$ cat config.mk
export PLATFORM = sky130hd
export DESIGN_NAME = i2s_tx_sequencer
export DESIGN_NICKNAME = d
export VERILOG_FILES = /design/src/rtl/i2s_tx_sequencer.sv
export SDC_FILE = /design/constraint.sdc
export NUM_CORES = 1
export LEC_CHECK = 0
export CAP_MARGIN = 20
export CORE_UTILIZATION = 39
export CTS_CLUSTER_DIAMETER = 150
export DETAILED_ROUTE_END_ITERATION = 10
export GPL_TIMING_DRIVEN = 0
export PLACE_DENSITY = 0.66
export SLEW_MARGIN = 5
export SYNTH_ARGS = -nofsm -noshare
export SYNTH_HDL_FRONTEND = slang
export SYNTH_SLANG_ARGS = --single-unit
$ cat constraint.sdc
create_clock -name sclk -period 2.8 [get_ports sclk]
set_input_delay 0.56 -clock sclk [delete_from_list [all_inputs] [get_ports sclk]]
set_output_delay 0.56 -clock sclk [all_outputs]
set_load 0.05 [all_outputs]
$ cat src/rtl/i2s_tx_sequencer.sv
// i2s_tx_sequencer
//   Frame scheduler and stereo sample buffer for the I2S transmit path.
//   The block generates lrclk with a period of 2*WORD sclk cycles: low for
//   the left slot and high for the right slot. It buffers stereo pairs from
//   the mixer in a DEPTH-entry FIFO. At each frame boundary it presents one
//   pair on left_chan/right_chan, so the serializer sees stable data across
//   the lrclk rising edge. Frame boundaries that find the FIFO empty are
//   counted as underruns.
//
// Ports
//   sclk, rst        bit clock (posedge), synchronous active-high reset
//   enable           run frame sequencing; 0 parks the frame at position 0
//   s_valid/s_ready  upstream handshake; s_ready = !full && !rst
//   s_left/s_right   upstream stereo pair
//   lrclk            word select, 0 = left slot, 1 = right slot
//   left_chan/right_chan  pair held for the whole frame
//   frame_start      1-cycle pulse after each boundary edge
//   underrun         1-cycle pulse after a boundary that found the FIFO empty
//   underrun_cnt     saturating underrun count
//   fifo_level       entries currently stored
module i2s_tx_sequencer #(
    parameter int BITSIZE   = 24,
    parameter int WORD      = 32,
    parameter int DEPTH     = 4,
    parameter int UFLOW_W   = 16,
    parameter int HOLD_LAST = 0
) (
    input  logic                       sclk,
    input  logic                       rst,
    input  logic                       enable,
    input  logic                       s_valid,
    output logic                       s_ready,
    input  logic [BITSIZE-1:0]         s_left,
    input  logic [BITSIZE-1:0]         s_right,
    output logic                       lrclk,
    output logic [BITSIZE-1:0]         left_chan,
    output logic [BITSIZE-1:0]         right_chan,
    output logic                       frame_start,
    output logic                       underrun,
    output logic [UFLOW_W-1:0]         underrun_cnt,
    output logic [$clog2(DEPTH+1)-1:0] fifo_level
);

    localparam int FW = $clog2(2*WORD);
    localparam int LW = $clog2(DEPTH+1);
    localparam int PW = $clog2(DEPTH);
    localparam logic [FW-1:0] FLAST = FW'(2*WORD-1);
    localparam logic [FW-1:0] FMID  = FW'(WORD);

    logic [FW-1:0]      fcnt;
    logic [FW-1:0]      fcnt_nxt;
    logic [PW-1:0]      wptr;
    logic [PW-1:0]      rptr;
    logic [BITSIZE-1:0] mem_l [DEPTH];
    logic [BITSIZE-1:0] mem_r [DEPTH];

    logic full, empty, boundary, push, pop;

    assign full     = (fifo_level == LW'(DEPTH));
    assign empty    = (fifo_level == '0);
    assign boundary = enable && (fcnt == '0);
    // A pop only happens if an entry was already stored before this edge.
    // A push on the same edge lands behind it and is not consumed.
    assign pop      = boundary && !empty;
    assign s_ready  = !full && !rst;
    assign push     = s_valid && s_ready;

    always_comb begin
        fcnt_nxt = '0;
        if (enable)
            fcnt_nxt = (fcnt == FLAST) ? '0 : fcnt + FW'(1);
    end

    always_ff @(posedge sclk) begin
        if (rst) begin
            fcnt         <= '0;
            lrclk        <= 1'b0;
            left_chan    <= '0;
            right_chan   <= '0;
            frame_start  <= 1'b0;
            underrun     <= 1'b0;
            underrun_cnt <= '0;
            fifo_level   <= '0;
            wptr         <= '0;
            rptr         <= '0;
        end else begin
            fcnt        <= fcnt_nxt;
            // Registered from the next count, so lrclk tracks the visible fcnt.
            lrclk       <= (fcnt_nxt >= FMID);
            frame_start <= boundary;
            underrun    <= boundary && empty;

            if (pop) begin
                left_chan  <= mem_l[rptr];
                right_chan <= mem_r[rptr];
                rptr       <= rptr + PW'(1);
            end else if (boundary) begin
                if (HOLD_LAST == 0) begin
                    left_chan  <= '0;
                    right_chan <= '0;
                end
                if (underrun_cnt != '1)
                    underrun_cnt <= underrun_cnt + UFLOW_W'(1);
            end

            if (push)
                wptr <= wptr + PW'(1);

            case ({push, pop})
                2'b10:   fifo_level <= fifo_level + LW'(1);
                2'b01:   fifo_level <= fifo_level - LW'(1);
                default: fifo_level <= fifo_level;
            endcase
        end
    end

    // Storage is not reset: the pointers and level define what is valid.
    always_ff @(posedge sclk) begin
        if (push) begin
            mem_l[wptr] <= s_left;
            mem_r[wptr] <= s_right;
        end
    end

endmodule

==> key figures, run 1 <==
Synthesis
  – Synth Instances: just under 600
  – Post-synth top cells: 192 x edfxtp_1, 82 x dfxtp_1, 75 x nor2_1
  – Syn Area/Cell: 17.1 sq um
  – Seq/Total Area, Yosys: 73.8%
  – Area leader, netlist: edfxtp_1
  – Most frequent cell after synthesis: edfxtp_1
  – Synth Flop Type: edfxtp_1
  – Seq cells post-synth: around 270
  – Synth warn: 0
  – Post-synth ARST share: 0%
  – Area share of the largest cell type after synthesis: a little under three fifths
  – Post-Syn Nets: between 600 and 700
  – Top post-synthesis cells by area: edfxtp_1 57%, dfxtp_1 16%, mux4_2 11%
  – Post-synth EDFFs: roughly 190
  – Mapped cell area: approximately 0.01 sq mm
  – Synth cell types: 38

Route
  – # DRC: 0
  – DR iter-0 viols: 400
  – Vias per cell: between 5 and 6
  – Via count: 5606
  – WL final: about 21000 um
  – DRT Pass-1 Iters: 5
  – Post-route antenna net violation count: 0
  – Routed len/inst: 19.4 um

Clock network
  – Clock transition at path regs: 0.06 ns
  – TritonCTS clock tree: yes
  – Clock latency on the worst-skew pair: about 0.53 ns
  – Clock Path Buffers: 3
  – Clock sinks: 274
  – CTS H-tree depth: 1
  – Total CTS buffers: 28
  – CTS Root Buffer Type: clkbuf_16

Timing
  – Slew headroom: ~41%
  – # setup viols final: 0
  – Slew Limit Fails: 0
  – Clock Skew: 0.0109 ns
  – PnR worst setup slack: around 0.099 ns
  – Setup_tns: 0 ns
  – Post-layout min period: about 2.7 ns
  – RSZ-0062 raised after global routing: no
  – F_max: approximately 370 MHz
  – Hold slack: about 0.47 ns
  – Tcrit/Tclk final: between 90% and 100%
  – Final Hold Viols: 0
  – Worst Tran Pin Value: approximately 0.89 ns

Floorplanning
  – Chip Height: approximately 160 um
  – FP Rows: between 50 and 60
  – Io pins: approximately 120
  – Die footprint: about 0.026 sq mm
  – Core ar.: between 0.02 and 0.03 sq mm
  – Die Width: between 150 and 200 um
  – Starting Density: approximately 40%

Power
  – Leakage power: 4.00 nW
  – Pint: just over 7 mW
  – Clock Power Share: 35.2%
  – Power density cells: approximately 770 mW/mm^2
  – Share of power burned in registers: between 40% and 50%
  – Switching Share: between 20% and 30%
  – Comb pwr share: 16.3%
  – Worst IR Drop VDD: between 300 and 400 uV
  – Sw power: roughly 2.5 mW

Worst setup path
  – Slowest CP cell: clkdlybuf4s50_1
  – Critical Path End Type: flip-flop
  – Critical path class: in2reg
  – CP required: around 3.3 ns
  – Crit path cell chain: clkdlybuf4s50_1, nor4b_4, and3b_2, clkbuf_8, ha_1, inv_1, fa_1, xor2_1, or3_1, a21oi_1
  – CP max stage delay: 0.50 ns
  – Startpoint type of the worst setup path: input pin
  – Critical path arrival: 3.15 ns
  – Worst Path Max Fanout: 10

Global routing
  – Initial antenna violation count: 1
  – Gr ovfl total: 0
  – First-pass GRT wire length: roughly 33000 um
  – Gr usage total: around 17%
  – Vias in the first global route: ~5900
  – Pin count of the biggest net entering global routing: 49

Outcome
  – Status: finished clean

Placement
  – Global placement routability congestion: a little under 0.8
  – Hpwl dp: around 13000 um
  – Pre-CTS WS: -1.21 ns
  – Port-buffer cells: between 100 and 150

Job
  – Maxcap violations: 0

Cells and area
  – Nets@finish: roughly 800
  – Layout cells sized above 1: between 10% and 20%
  – Core Util, Final: 49.9%
  – Layout area overhead: 25.2%

Hold path
  – Min-Delay Path Class: reg2reg
[flip-flops by register name, summed over array words and instances (netlist names), named ones only]
signal	flops
mem_r	96
wptr	2
lrclk	1
frame_start	1
underrun_cnt	16
fifo_level	3
rptr	2
mem_l	96
right_chan	24
left_chan	24
fcnt	6
underrun	1
[layout make-up]
class,instances,area (sq um)
Multi-Input combinational cell,274,2510
Fill cell,2080,12600
Clock buffer,41,791
Inverter,10,37.5
Tap cell,330,413
Buffer,29,125
Clock inverter,10,47.5
Sequential cell,274,7410
Antenna cell,1,2.50
Timing Repair Buffer,123,1230
[timing repair]
| item | CTS | global route |
|---|---|---|
| hold buffers | 0 | 0 |
| gates resized for setup | 3 | 1 |
| endpoints found under the setup margin | 3 | 2 |
| setup buffers | 0 | 1 |
[worst max-delay path, delay by kind of cell]
kind | cells | cell delay, ns
simple gates | 3 | 0.94
buf+inv | 3 | 0.79
fa+ha+maj | 2 | 0.57
xor+xnor | 1 | 0.17
compound gates | 1 | 0.14
[metal layers]
metal	up-vias	GRT usage [%]	share of wire (%)
met5	-	0	0
li1	2595	-	-
met3	23	3.36	6.0
met2	156	28.5	50
met4	0	3.52	1.3
met1	2832	21.5	42
[layout by cell type, fill, tap and decap left out, drive strengths merged, types with 7 or more instances in the layout]
cell type / n
a21oi: 9
a22oi: 48
and3: 7
buf: 8
clkbuf: 63
clkdlybuf4s50: 121
clkinv: 9
dfxtp: 82
edfxtp: 192
ha: 8
inv: 10
mux4: 48
nand2: 10
nand3: 7
nor2: 75
o21ai: 8
or3: 7
xnor2: 13
[power by group through the flow]
stage	sequential, mW	clock, mW	combinational [mW]
after floorplan	5.05	0	0.736
after global placement	4.74	0	1.54
after detailed placement	4.75	0	1.59
after CTS	4.67	3.46	1.60
after global routing	4.68	3.62	1.69
final	4.66	3.38	1.57
[stage by stage]
| stage | cells | instance area, sq um | power, mW |
|---|---|---|---|
| 4_1_cts | 1090 | 12600 | 9.72 |
| 5_1_grt | 1091 | 12600 | 9.99 |
| 3_3_place_gp | 1040 | 11700 | 6.28 |
| 3_5_place_dp | 1040 | 11700 | 6.34 |
| 2_1_floorplan | 588 | 10100 | 5.79 |
| 6_report | 1092 | 12600 | 9.61 |
[worst paths after layout]
check	startpoint	endpoint	slack [ns]	depth (start not counted)
max reg2reg	fcnt[4]	fifo_level[2]	0.18	9
min reg2reg	fcnt[0]	fcnt[0]	0.47	1
max	enable	fifo_level[2]	0.1	10
min	fcnt[0]	fcnt[0]	0.47	1
[kinds of logic after synthesis]
group / synth area share, %
adders and majority gates: 1.20
xor gates and xnor gates: 1.66
muxes: 10.8
buffers and inverters: 1.56
DFF: 73.8
and+or+nand+nor: 6.35
AOI/OAI and AO/OA: 4.66
No activity file was read; power rests on OpenSTA's default activity.
==> inputs of run 2 (changes only) <==
--- a/constraint.sdc
+++ b/constraint.sdc
@@ -3,2 +3,2 @@
 set_output_delay 0.56 -clock sclk [all_outputs]
-set_load 0.05 [all_outputs]
+set_load 0.1 [all_outputs]
==> key figures, run 2 (synthesis results as in run 1) <==
Outcome
  – Status: finished clean

Global routing
  – Vias in the first global route: roughly 6000
  – Gr usage total: 16.4%
  – Pin count of the biggest net entering global routing: roughly 50
  – Gr ovfl total: 0
  – Initial antenna violation count: 1
  – First-pass GRT wire length: between 30000 and 40000 um

Clock network
  – Clock transition at path regs: approximately 0.060 ns
  – Clock Path Buffers: 3
  – Clock sinks: roughly 270
  – Clock latency on the worst-skew pair: 0.55 ns
  – CTS H-tree depth: 1
  – TritonCTS clock tree: yes
  – CTS Root Buffer Type: clkbuf_16
  – Total CTS buffers: 28

Worst setup path
  – CP required: ~2.2 ns
  – Startpoint type of the worst setup path: flip-flop
  – Worst Path Max Fanout: 7
  – Critical path arrival: 2.16 ns
  – Crit path cell chain: clkdlybuf4s50_1
  – Critical path class: reg2out
  – WP buf/inv: 1
  – CP max stage delay: roughly 1.2 ns
  – CP top delay family: buffers and inverters
  – Slowest CP cell: clkdlybuf4s50_1
  – Critical Path End Type: output port

Floorplanning
  – Chip Height: between 150 and 200 um
  – Starting Density: 39.9%
  – Die footprint: roughly 0.026 sq mm
  – Io pins: approximately 120
  – FP Rows: 58
  – Core ar.: roughly 0.025 sq mm
  – Die Width: between 150 and 200 um

Placement
  – Port-buffer cells: between 100 and 150
  – Placement Cell Area: around 0.012 sq mm
  – Hpwl dp: 13200 um
  – Global placement routability congestion: around 0.73

Route
  – Routed len/inst: a little under 20 um
  – # DRC: 0
  – DRT Pass-1 Iters: 5
  – Post-route antenna net violation count: 0
  – Via count: between 5000 and 6000
  – DR iter-0 viols: about 490
  – WL final: approximately 21000 um
  – Vias per cell: between 5 and 6

Cells and area
  – Nets@finish: between 800 and 900
  – Layout area overhead: 25.3%
  – Fillcell total: about 2100
  – Biggest regs: mem_l (96), mem_r (96)
  – Most common cell after layout, fill and taps aside: edfxtp_1
  – Layout cells sized above 1: 14.2%
  – Commonest cells after routing, fill and taps aside: 192 x edfxtp_1, 121 x clkdlybuf4s50_1, 79 x dfxtp_1
  – Core Util, Final: approximately 50%
  – Antenna diodes: 0
  – Final instance area: roughly 0.013 sq mm

Timing
  – # setup viols final: 0
  – Clock Skew: 0.0236 ns
  – F_max: about 370 MHz
  – Tcrit/Tclk final: between 90 and 100%
  – Post-layout min period: 2.72 ns
  – RSZ-0062 raised after global routing: no
  – Slew Limit Fails: 0
  – Slew headroom: approximately 31%
  – Worst Tran Pin Value: approximately 1.0 ns
  – Final Hold Viols: 0
  – Setup_tns: 0 ns

Power
  – Power density cells: roughly 800 mW/mm^2
  – Leakage power: around 4.0 nW
  – Worst IR Drop VDD: ~530 uV

Job
  – Maxcap violations: 0

Hold path
  – Min-Delay Path Class: reg2reg
-- run 2: metal layers --
layer	part of all wire [%]	vias to the layer above	global-route usage [%]
met5	0	-	0
met4	2.2	0	3.99
met3	7.2	40	4.05
met2	50	180	28.3
met1	41	2848	20.8
li1	-	2590	-
-- run 2: where the power goes --
group / total [mW] / switching [mW] / internal [mW]
combinational: 1.94 / 1.30 / 0.639
clock: 3.43 / 1.46 / 1.97
sequential: 4.67 / 0.111 / 4.56
total: 10.0 / 2.87 / 7.16
-- run 2: through the flow --
| stage | setup slack [ns] | power, mW | hold slack, ns | std cells |
|---|---|---|---|---|
| finish | 0.0806 | 10.0 | 0.511 | 1093 |
| global route | 0.0259 | 10.4 | 0.529 | 1093 |
| CTS | 0.0201 | 10.2 | 0.521 | 1092 |
| detailed placement | -1.22 | 6.71 | 0.507 | 1040 |
| global placement | -1.06 | 6.66 | 0.446 | 1040 |
| floorplan | 0.00310 | 6.17 | 0.430 | 588 |
-- run 2: area by class of cell --
class / count / area (sq um) / area share (%)
inverters: 10 / 37.5 / 0.298
clock inverters: 7 / 85.1 / 0.677
plain buffers: 29 / 119 / 0.945
well taps: 330 / 413 / 3.28
flip-flops and latches: 274 / 7420 / 59.0
clock buffers: 45 / 764 / 6.08
repair buffers: 124 / 1230 / 9.79
multi-input cells: 274 / 2510 / 19.9
-- run 2: path summary, 6_finish.rpt --
path | start | endpoint | slack (ns) | cells past startpoint
min reg2reg | fcnt[0] | fcnt[0] | 0.51 | 1
max | underrun_cnt[2] | underrun_cnt[2] | 0.08 | 1
max reg2reg | fcnt[4] | fifo_level[2] | 0.18 | 9
min | fcnt[0] | fcnt[0] | 0.51 | 1
-- run 2: what timing repair did --
item / 4_1_cts / 5_1_grt
resized for setup: 4 / 1
buffers inserted: 1 / 1
endpoints found under the setup margin: 3 / 2
hold buffers: 0 / 0
pin swaps: 1 / 0
